`src/rtl/muldiv_unit.sv`:
```
// Iterative 32x32 multiply / 32/32 divide unit feeding the HI/LO registers.
// One bit per cycle; busy/done let the core stall mfhi/mflo until the result lands.
module muldiv_unit (
  input  logic        clk,
  input  logic        rst,
  input  logic        start,
  input  logic [1:0]  op,
  input  logic [31:0] a,
  input  logic [31:0] b,
  input  logic        cancel,
  output logic        busy,
  output logic        done,
  output logic [31:0] hi,
  output logic [31:0] lo
);

  typedef enum logic [1:0] {IDLE, CALC, FIX, DONE} state_t;

  state_t      state_q, state_d;
  logic [1:0]  op_q;
  logic [31:0] a_q;
  logic [31:0] mag_a, mag_b;
  logic        sign_a, sign_b, b_zero;
  logic [5:0]  cnt;
  logic [63:0] acc;

  function automatic logic [31:0] neg32(input logic [31:0] v);
    return ~v + 32'd1;
  endfunction

  function automatic logic [63:0] neg64(input logic [63:0] v);
    return ~v + 64'd1;
  endfunction

  // Operand magnitudes at accept: op[0]=0 selects the signed variants.
  logic        signed_op;
  logic [31:0] mag_a_in, mag_b_in;

  always_comb begin
    signed_op = ~op[0];
    mag_a_in  = (signed_op && a[31]) ? neg32(a) : a;
    mag_b_in  = (signed_op && b[31]) ? neg32(b) : b;
  end

  // One iteration: shift-add for multiply, restoring step for divide.
  logic [32:0] mul_sum;
  logic [32:0] rem_shift;
  logic        rem_ge;
  logic [31:0] rem_sub;
  logic [63:0] acc_nxt;

  always_comb begin
    mul_sum   = {1'b0, acc[63:32]} + (acc[0] ? {1'b0, mag_a} : 33'd0);
    rem_shift = {acc[63:32], acc[31]};
    rem_ge    = rem_shift >= {1'b0, mag_b};
    rem_sub   = rem_shift[31:0] - mag_b;
    if (op_q[1])
      acc_nxt = {rem_ge ? rem_sub : rem_shift[31:0], acc[30:0], rem_ge};
    else
      acc_nxt = {mul_sum, acc[31:1]};
  end

  // Sign correction applied on the FIX edge.
  logic [63:0] result;

  always_comb begin
    if (!op_q[1])
      result = (sign_a ^ sign_b) ? neg64(acc) : acc;
    else if (b_zero)
      result = {a_q, 32'hFFFF_FFFF};
    else
      result = {sign_a ? neg32(acc[63:32]) : acc[63:32],
                (sign_a ^ sign_b) ? neg32(acc[31:0]) : acc[31:0]};
  end

  always_ff @(posedge clk or posedge rst) begin
    if (rst) state_q <= IDLE;
    else     state_q <= state_d;
  end

  always_comb begin
    state_d = state_q;
    case (state_q)
      IDLE: if (start && !cancel) state_d = CALC;
      CALC: begin
        if (cancel)              state_d = IDLE;
        else if (cnt == 6'd31)   state_d = FIX;
      end
      FIX:  state_d = cancel ? IDLE : DONE;
      DONE: state_d = IDLE;
      default: state_d = IDLE;
    endcase
  end

  always_comb begin
    busy = (state_q != IDLE);
    done = (state_q == DONE);
  end

  always_ff @(posedge clk or posedge rst) begin
    if (rst) begin
      op_q   <= 2'b00;
      a_q    <= 32'd0;
      mag_a  <= 32'd0;
      mag_b  <= 32'd0;
      sign_a <= 1'b0;
      sign_b <= 1'b0;
      b_zero <= 1'b0;
      cnt    <= 6'd0;
      acc    <= 64'd0;
      hi     <= 32'd0;
      lo     <= 32'd0;
    end else begin
      case (state_q)
        IDLE: if (start && !cancel) begin
          op_q   <= op;
          a_q    <= a;
          mag_a  <= mag_a_in;
          mag_b  <= mag_b_in;
          sign_a <= signed_op & a[31];
          sign_b <= signed_op & b[31];
          b_zero <= (b == 32'd0);
          cnt    <= 6'd0;
          acc    <= op[1] ? {32'd0, mag_a_in} : {32'd0, mag_b_in};
        end
        CALC: if (!cancel) begin
          acc <= acc_nxt;
          cnt <= cnt + 6'd1;
        end
        FIX: if (!cancel) begin
          hi <= result[63:32];
          lo <= result[31:0];
        end
        default: ;
      endcase
    end
  end

endmodule

```
`config.mk`:
```
export PLATFORM = sky130hd
export DESIGN_NAME = muldiv_unit
export DESIGN_NICKNAME = d
export VERILOG_FILES = /design/src/rtl/muldiv_unit.sv
export SDC_FILE = /design/constraint.sdc
export NUM_CORES = 1
export LEC_CHECK = 0
export ABC_AREA = 1
export CORE_ASPECT_RATIO = 0.7
export CORE_MARGIN = 1
export CORE_UTILIZATION = 50
export CTS_BUF_LIST = sky130_fd_sc_hd__clkbuf_8
export DETAILED_ROUTE_END_ITERATION = 8
export PLACE_DENSITY = 0.72
export SLEW_MARGIN = 20
export SYNTH_ARGS = -nofsm -noshare
export SYNTH_HDL_FRONTEND = slang
export SYNTH_SLANG_ARGS = --single-unit
```
`constraint.sdc`:
```
create_clock -name clk -period 7.15 [get_ports clk]
set_input_delay 0.715 -clock clk [delete_from_list [all_inputs] [get_ports clk]]
set_output_delay 0.715 -clock clk [all_outputs]
set_load 0.01 [all_outputs]
```
==> impl_metrics.toml <==
[setup_path]
path_common_cell = "nand2_1"
critPathLaunchType = "flop"
rr_endpoint = "acc[49]"
crit_type = "flop to flop"
reg2reg_from = "acc[0]"
crit_fanout = 33
crit_required_ps = 7620
end_kind = "flop"
slowest_delay_ps = 970
slowest_stage = "dfrtp_1"
crit_path_cell_trace = "nand2_1 -> inv_1 -> ha_1 -> nand2_1 -> inv_1 -> nand2_1 -> nand2_1 -> inv_1 -> nand3_1 -> nand2_1 -> a21oi_1 -> o21ai_0 -> o21ai_2"
reg2reg_slack_ps = 3680
cp_data_arrival_time_ps = 3940
rr_worst_depth = 13

[timing]
setup_violations = 0
relSlewSlack = 0.309
finalCritPeriodShare = 0.486
setup_tns_ps = 0
slew_violations = 0
hold_violations = 0
finalCriticalPeriod_ps = 3470
tightest_slew_ps = 1040
fin_skew_ps = 35.1
rsz0062_at_grt = "no"
clock.fmax_mhz = 288

[cells_and_area]
nNetsFinal = 3645
area_growth_pct = 12.2
final_cell_count_no_fill = 4084
drive_gt1_frac = 0.0447
fillCellCount = 4107

[clocking]
cts_tree = "yes"
worstSkewPairLatency_ps = 620
clock_path_buffers = 3
cts.clk_slew.worst_paths_ps = 70
cts_hold_buf = 0
clock-sinks = 235
cts_buffers = 42
postCtsSetupBuffers = 0
htreeDepth = 2
ctsResizeCount = 0
clockRootBuffer = "clkbuf_8"

[hold_path]
min_to = "hi[11]"
hp-class = "flop to flop"
min_from = "hi[11]"
holdPathStages = 2

[yosys]
synthXorXnorAreaFrac = 0.0370
ys_top_cells_by_area = "dfrtp_1 (28%), nand2_1 (18%), inv_1 (8.8%)"
synth-edff-count = 0
synth-seq-cells = 235
ys_top_cells_by_count = "nand2_1 (1,015), inv_1 (488), nor2_1 (408), nand3_1 (302), dfrtp_1 (235)"
synth_top_family_by_area = "simple AND/OR/NAND/NOR gates"
synth-simple-area-share = 0.382
netlist_area_sq_mm = 0.0208
yosysMostFrequentCell = "nand2_1"
synth_top_area_frac = 0.282
async_flop_share = 1.00
yosysUniqueCellTypes = 54
synthAdderAreaFrac = 0.0434
seq_area_frac_synth = 0.282
synth.net_count = 3569
yosysTopAreaCell = "dfrtp_1"
synth_ff_type = "dfrtp_1"
synth_warnings = 0
synthMuxAreaShare = 0
synth-compound-area-share = 0.140
syn_inst = 3428
synth_area_per_cell_sq_um = 6.08

[floorplanning]
die_area_sq_mm = 0.0425
start_util = 0.508
row_count = 62
fp.dieW_microns = 246
die_y_microns = 173
ios = 136
core_sq_mm = 0.0410

[job]
max_cap_violations = 0

[global_routing]
overflow = 0
grt_pass1_vias = 21400
grt_max_degree = 159
grt_pass1_wl_mm = 135
grt_util_all_layers = 0.421
antenna_found_initial = 3

[power_and_ir_drop]
leakage_uw = 0.0121
vdd_drop_max_mv = 0.249
power_density_mw_per_mm2 = 472

[detailed_routing]
drc = 2
ant_nets = 0
via_per_inst = 5.94
vias = 24300
drt-total-wl_mm = 90.7
dr.pass1.iters = 8
avgRoutedWirePerCell_microns = 22.2
drtIter0Drc = 3908

[placement]
place.detailed.instances = 4004
hpwl_mm = 71.6
numPortBuffers = 135
gp_congestion = 1.06

[run_status]
outcome = "finished with violations"
violations = "DRC"
## how the worst max path moves through the flow
| stage | startpoint | to | slack, ps |
|---|---|---|---|
| after floorplan | rst | a_q[0] | 3360 |
| after global placement | acc[0] | acc[49] | 3840 |
| after detailed placement | cancel | cnt[3] | 3820 |
| after CTS | acc[0] | acc[49] | 3830 |
| after global routing | acc[0] | acc[49] | 3510 |
| final | acc[0] | acc[49] | 3680 |
## layout make-up
class	count	area, sq um	area share
inverter	498	1870	0.0802
clock buffer	52	716	0.0306
multi-input combinational	2574	12600	0.538
antenna	3	7.51	0.000321
clock inverter	25	153	0.00653
timing repair buffer	153	1500	0.0641
sequential	235	5880	0.252
tap	544	681	0.0291
## state kept, by name (all words and copies together) (netlist names)
signal / flops
a_q: 32
acc: 64
b_zero: 1
cnt: 6
hi: 32
lo: 32
mag_a: 31
mag_b: 32
op_q: 1
sign_a: 1
sign_b: 1
state_q: 2
## worst max-delay path: cells and delay by family, from the launching register on
| family | cells | cell delay (ps) |
|---|---|---|
| flip-flops | 1 | 970 |
| AND/OR/NAND/NOR | 6 | 1020 |
| buffers and inverters | 3 | 290 |
| AO/OA/AOI/OAI | 3 | 750 |
| adder cells (fa/ha/maj) | 1 | 290 |
## logic make-up after synthesis
| kind of cell | count (synthesis) |
|---|---|
| and+or+nand+nor | 1888 |
| buffers and inverters | 619 |
| AOI/OAI and AO/OA | 527 |
| DFF | 235 |
| xor gates and xnor gates | 88 |
| adders and majority gates | 71 |
## layout by cell type (no fill, tap or decap), types with 5 or more instances in the layout
| master | count |
|---|---|
| nand2_2 | 7 |
| nor3_1 | 26 |
| nand4_1 | 52 |
| dfrtp_1 | 234 |
| or2_2 | 18 |
| nand3_1 | 302 |
| o21ai_1 | 10 |
| o21bai_1 | 6 |
| nand3_2 | 6 |
| clkbuf_8 | 52 |
| o21ai_2 | 5 |
| inv_1 | 502 |
| a22oi_1 | 6 |
| xor2_1 | 75 |
| a31oi_1 | 33 |
| ha_1 | 69 |
| nor2_2 | 12 |
| a21boi_0 | 8 |
| clkdlybuf4s50_1 | 135 |
| clkinv_2 | 5 |
| nand3b_1 | 13 |
| nand2_1 | 1014 |
| buf_4 | 17 |
| o22ai_1 | 22 |
| inv_2 | 9 |
| xnor2_1 | 13 |
| a2bb2oi_1 | 9 |
| a21oi_1 | 177 |
| nor2_1 | 408 |
| o21ai_0 | 216 |
| o211ai_1 | 14 |
| nor2_4 | 12 |
| a21boi_1 | 8 |
## metal layers
| metal | part of all wire | global-route usage | vias to the layer above | wire length (microns) |
|---|---|---|---|---|
| li1 | - | - | 11100 | - |
| met1 | 0.44 | 0.641 | 11200 | 40000 |
| met2 | 0.38 | 0.552 | 1770 | 34600 |
| met3 | 0.15 | 0.150 | 166 | 13800 |
| met4 | 0.025 | 0.103 | 0 | 2280 |
| met5 | 0 | 0 | - | 0 |
## power by group
group	internal (uW)	total, uW	leakage [uW]	switching (uW)
Combinational	2240	6920	0.00875	4680
Clock	700	1360	0.000503	660
Sequential	1940	2750	0.00283	806
## stage by stage
| stage | area [sq um] | worst slack [ps] | utilization | total power, uW | hold WS [ps] |
|---|---|---|---|---|---|
| 2_1_floorplan | 20800 | 3360 | - | 6860 | 448 |
| 3_3_place_gp | 22500 | 3840 | 0.548 | 9240 | 463 |
| 3_5_place_dp | 22500 | 3820 | 0.548 | 9310 | 471 |
| 4_1_cts | 23400 | 3830 | 0.570 | 10700 | 468 |
| 5_1_grt | 23400 | 3510 | 0.570 | 11700 | 508 |
| 6_report | 23400 | 3680 | 0.570 | 11000 | 483 |
Power figures use the tool's default switching activity.
